## config.mk

```make
export PLATFORM = sky130hd
export DESIGN_NAME = trace_uart_tx
export DESIGN_NICKNAME = d
export VERILOG_FILES = /design/src/rtl/trace_uart_tx.sv
export SDC_FILE = /design/constraint.sdc
export NUM_CORES = 1
export LEC_CHECK = 0
export ABC_AREA = 1
export CAP_MARGIN = 40
export CORE_UTILIZATION = 55
export DETAILED_ROUTE_END_ITERATION = 8
export GPL_ROUTABILITY_DRIVEN = 0
export PLACE_DENSITY = 0.84
export RECOVER_POWER = 50
export SYNTH_ARGS = -nofsm -noshare
export SYNTH_HDL_FRONTEND = slang
export SYNTH_SLANG_ARGS = --single-unit
export TNS_END_PERCENT = 30
```

## constraint.sdc

```tcl
create_clock -name clk -period 5.7 [get_ports clk]
set_input_delay 1.14 -clock clk [delete_from_list [all_inputs] [get_ports clk]]
set_output_delay 1.14 -clock clk [all_outputs]
set_load 0.02 [all_outputs]
```

## src/rtl/trace_uart_tx.sv

```systemverilog
// Retired-instruction trace (PC + instruction word) buffered in a small FIFO
// and shipped off-chip as eight 8N1 bytes per entry, most significant byte first.
module trace_uart_tx #(
   parameter int CLKS_PER_BIT = 434,
   parameter int FIFO_DEPTH   = 8,
   parameter int ADDR_W       = 3
) (
   input  logic              clk,
   input  logic              reset,
   input  logic              trace_valid,
   input  logic [31:0]       trace_pc,
   input  logic [31:0]       trace_instr,
   output logic              tx,
   output logic              busy,
   output logic              overflow,
   output logic [ADDR_W:0]   fifo_count
);

   localparam int BW = $clog2(CLKS_PER_BIT);
   localparam logic [BW-1:0] BAUD_MAX = BW'(CLKS_PER_BIT - 1);
   localparam logic [ADDR_W:0] DEPTH = (ADDR_W+1)'(FIFO_DEPTH);

   typedef enum logic [1:0] {IDLE, START, DATA, STOP} state_t;

   state_t state, state_n;
   logic [BW-1:0] baud, baud_n;
   logic [2:0] bit_idx, bit_n;
   logic [2:0] byte_idx, byte_n;
   logic [63:0] shreg, shreg_n;
   logic tx_d, baud_done;

   logic [63:0] mem [FIFO_DEPTH];
   logic [ADDR_W-1:0] wr_ptr, rd_ptr;
   logic full, empty, push, pop;

   assign full  = (fifo_count == DEPTH);
   assign empty = (fifo_count == '0);
   assign push  = trace_valid && !full;
   assign busy  = (state != IDLE) || !empty;
   assign baud_done = (baud == BAUD_MAX);

   always_ff @(posedge clk) begin
      if (push) mem[wr_ptr] <= {trace_pc, trace_instr};
   end

   // Full is sampled before this edge's pop, so a push at full is always dropped
   always_ff @(posedge clk or negedge reset) begin
      if (!reset) begin
         wr_ptr     <= '0;
         rd_ptr     <= '0;
         fifo_count <= '0;
         overflow   <= 1'b0;
      end else begin
         if (push) wr_ptr <= wr_ptr + 1'b1;
         if (pop)  rd_ptr <= rd_ptr + 1'b1;
         if (push && !pop)      fifo_count <= fifo_count + 1'b1;
         else if (pop && !push) fifo_count <= fifo_count - 1'b1;
         if (trace_valid && full) overflow <= 1'b1;
      end
   end

   always_comb begin
      state_n = state;
      baud_n  = baud;
      bit_n   = bit_idx;
      byte_n  = byte_idx;
      shreg_n = shreg;
      pop     = 1'b0;
      tx_d    = 1'b1;
      unique case (state)
         IDLE: begin
            baud_n = '0;
            if (!empty) begin
               pop     = 1'b1;
               shreg_n = mem[rd_ptr];
               byte_n  = 3'd0;
               state_n = START;
            end
         end
         START: begin
            tx_d = 1'b0;
            if (baud_done) begin
               baud_n  = '0;
               bit_n   = 3'd0;
               state_n = DATA;
            end else begin
               baud_n = baud + 1'b1;
            end
         end
         DATA: begin
            tx_d = shreg[{3'b111, bit_idx}];
            if (baud_done) begin
               baud_n = '0;
               if (bit_idx == 3'd7) state_n = STOP;
               else                 bit_n   = bit_idx + 3'd1;
            end else begin
               baud_n = baud + 1'b1;
            end
         end
         STOP: begin
            if (baud_done) begin
               baud_n = '0;
               if (byte_idx == 3'd7) begin
                  state_n = IDLE;
               end else begin
                  byte_n  = byte_idx + 3'd1;
                  shreg_n = {shreg[55:0], 8'h00};
                  state_n = START;
               end
            end else begin
               baud_n = baud + 1'b1;
            end
         end
         default: state_n = IDLE;
      endcase
   end

   // tx is registered so the line never glitches and idles high out of reset
   always_ff @(posedge clk or negedge reset) begin
      if (!reset) begin
         state    <= IDLE;
         baud     <= '0;
         bit_idx  <= '0;
         byte_idx <= '0;
         shreg    <= '0;
         tx       <= 1'b1;
      end else begin
         state    <= state_n;
         baud     <= baud_n;
         bit_idx  <= bit_n;
         byte_idx <= byte_n;
         shreg    <= shreg_n;
         tx       <= tx_d;
      end
   end

endmodule

```

==> summary.txt <==
Run status
  – Status: finished with violations
  – Failing checks: capacitance limit, slew limit

Routing
  – Drt wl/cell: 19.6 um
  – Met3 wire len: 5240 um
  – Vias: 17.1k
  – Pre-Repair DR Iteration Count: 6
  – Highest routed layer: met4
  – Vias/cell: 5.68
  – Met2 wire len: 28900 um
  – Detailed Route WL: 58900 um
  – DRT iter0 DRCs: 2113
  – Wl on met1: 22700 um
  – Drc violations: 0
  – Post-route ant nets: 0

Setup path
  – Max incr delay on CP: 2.13 ns
  – WS Path Type: in2async
  – Crit path DAT: 4.53 ns
  – Cell family contributing the most delay on the critical path: buffers and inverters
  – CP Cell Sequence: clkbuf_1 > clkbuf_2
  – CP Max Fanout: 52
  – Startpoint Class: primary input
  – CP required: 6.12 ns
  – Crit-path slowest cell: clkbuf_1
  – Crit end category: asynchronous set/reset pin
  – Crit path buf inv count: 2

Clock tree
  – Clk root buf: clkbuf_16
  – Post-CTS Resized: 0
  – TritonCTS clock tree: done
  – CTS Buffer Depth: 3
  – Worst-Skew Late Latency: 0.64 ns
  – CTS clk-pin slew, worst paths: 0.06 ns
  – H-tree depth: 2
  – CTS buffer count: 57
  – Sink Count: 605
  – # hold bufs at CTS: 0
  – Post-CTS Setup Bufs: 0

Yosys
  – Register area share after synthesis: 0.705
  – Mux cell area share after synthesis: 0.000449
  – Synthesized flop and latch total: 605
  – Area share of xor/xnor cells in the synthesized design: 0.00279
  – Largest family of logic cells by synthesized area: simple AND/OR/NAND/NOR gates
  – Mapped cell area: 25100 sq um
  – Post-Synth Simple-Gate Area: 0.218
  – Post-Syn Instances: 2328
  – Distinct cells, synth: 30
  – Synth Area in Compound Gates: 0.0175
  – Syn Area/Cell: 10.8 sq um
  – Adder-cell area share of the yosys netlist: 0.00877
  – Mapped Nets: 2412
  – Synth warnings: 0

STA
  – Setup TNS: 0 ns
  – Worst Hold Slack: 0.479 ns
  – Final Setup Violations: 0
  – Fin. max-slew vios: 53
  – Fmax: 243 MHz
  – RSZ-0062 raised after global routing: false
  – Final hold vios: 0
  – Slew HR: -1.05
  – Final min period: 4.11 ns
  – Actual slew at the worst max-slew pin: 3.08 ns
  – Tcrit/Tclk final: 0.721
  – Layout Skew: 0.0291 ns

Global routing
  – Largest net degree at the start of global routing: 221
  – Vias in the first global route: 17.0k
  – Initial antenna violation count: 3
  – First-pass GRT wire length: 91700 um
  – Gr ovfl total: 0
  – GRT Util Overall: 0.254

Flow run
  – Max-cap viol count: 1

Finish
  – Layout area overhead: 14.0%
  – Layout cell share with drive strength beyond 1: 0.0608
  – Fin cells: 3013
  – Fin nets: 2454

Power and ir drop
  – Peak supply drop: 0.000305 V
  – Final Total Pwr: 10.4 mW
  – Leakage power: 11.5 nW
  – P per Cell Area: 365 nW/um^2

Placed design
  – IO buf count: 73
  – Detail Placement HPWL: 33400 um
  – DP Cell Count: 2902

Floorplanning
  – Num rows: 77
  – # IOs: 74
  – Die ar.: 46500 sq um
  – Core Box Area: 44600 sq um
  – Die width: 216 um
  – Die Ht: 216 um
  – Initial core utilization: 0.563

Worst hold path
  – Path category of the worst min-delay check: reg2reg
sequential cells by signal, summed over array words and instances (netlist names):
signal      cells
wr_ptr          3
bit_idx         3
baud            9
mem           512
state           2
byte_idx        3
rd_ptr          3
overflow        1
fifo_count      4
tx              1
shreg          64
cells in the final DEF (no fill, tap or decap), types with 17 or more instances in the layout:
cell type      netlist  layout
edfxtp_1           512     512
dlygate4sd3_1        0      65
dfrtp_1             92      89
o21ai_0             43      43
nand4_1             17      17
nand3_1            377     376
nor2_1             218     210
o211ai_1            21      21
buf_4                0      19
inv_1              181     180
clkbuf_16            0      57
nand2_1            688     688
final timing paths:
path	from	end	slack (ns)	cells after the start
min reg2reg	overflow	overflow	0.48	1
min	overflow	overflow	0.48	1
max	reset	rd_ptr[0]	1.59	2
max in group clk	state[1]	shreg[17]	1.85	10
max reg2reg	state[1]	shreg[17]	1.85	10
min in group asynchronous	reset	wr_ptr[2]	1.53	1
final cells by class:
| cell class | count | area [sq um] |
|---|---|---|
| multi-input cells | 1414 | 6280 |
| well taps | 592 | 741 |
| diodes | 2 | 5.00 |
| fillers | 3129 | 16000 |
| repair buffers | 108 | 1220 |
| clock inverters | 25 | 299 |
| clock buffers | 83 | 1650 |
| flip-flops and latches | 605 | 17700 |
| inverters | 184 | 698 |
cell usage after synthesis, drive strengths merged:
cell      n  area (sq um)
nand2   688          2580
edfxtp  512         15400
nand3   377          1890
nor2    218           818
inv     183           687
dfrtp    92          2300
clkbuf   78           293
buf      47           208
o21ai    46           234
o211ai   21           158
nand4    17           106
ha       16           200
a21oi     8          40.0
nor3      4          20.0
or2       4          25.0
xnor2     4          35.0
xor2      4          35.0
nor3b     2          15.0
and2      1          6.26
and3      1          6.26
clkinv    1          3.75
dfstp     1          26.3
fa        1          20.0
mux2      1          11.3
o21bai    1          7.51
layer usage:
layer | up-vias | track usage
met5 | - | 0
met4 | 0 | 0.110
met3 | 150 | 0.0402
met2 | 881 | 0.421
met1 | 8196 | 0.335
li1 | 7892 | -
cells by family after synthesis:
family / count (synthesis)
AND/OR/NAND/NOR: 1312
multiplexers: 1
adder cells (fa/ha/maj): 17
buffers and inverters: 309
XOR/XNOR: 8
flip-flops: 605
AO/OA/AOI/OAI: 76
worst reg2reg max path: cells and delay by family (launching register included):
| kind | cells | cell delay [ns] |
|---|---|---|
| AOI/OAI and AO/OA | 1 | 0.30 |
| adders and majority gates | 1 | 0.69 |
| buffers and inverters | 3 | 1.29 |
| DFF | 1 | 0.43 |
| and+or+nand+nor | 5 | 1.07 |
where the power goes:
group	leakage (nW)	switching, mW	internal, mW
clock network	0.965	1.64	2.29
registers	5.75	0.137	5.39
logic	4.73	0.697	0.283
stage by stage:
step	util	worst slack, ns	area (sq um)
6_report	0.641	1.59	28600
5_1_grt	0.641	0.900	28600
4_1_cts	0.641	1.53	28600
3_5_place_dp	0.597	2.00	26600
3_3_place_gp	0.591	1.88	26300
2_1_floorplan	-	1.01	25100
(Power assumes the default switching activity.)
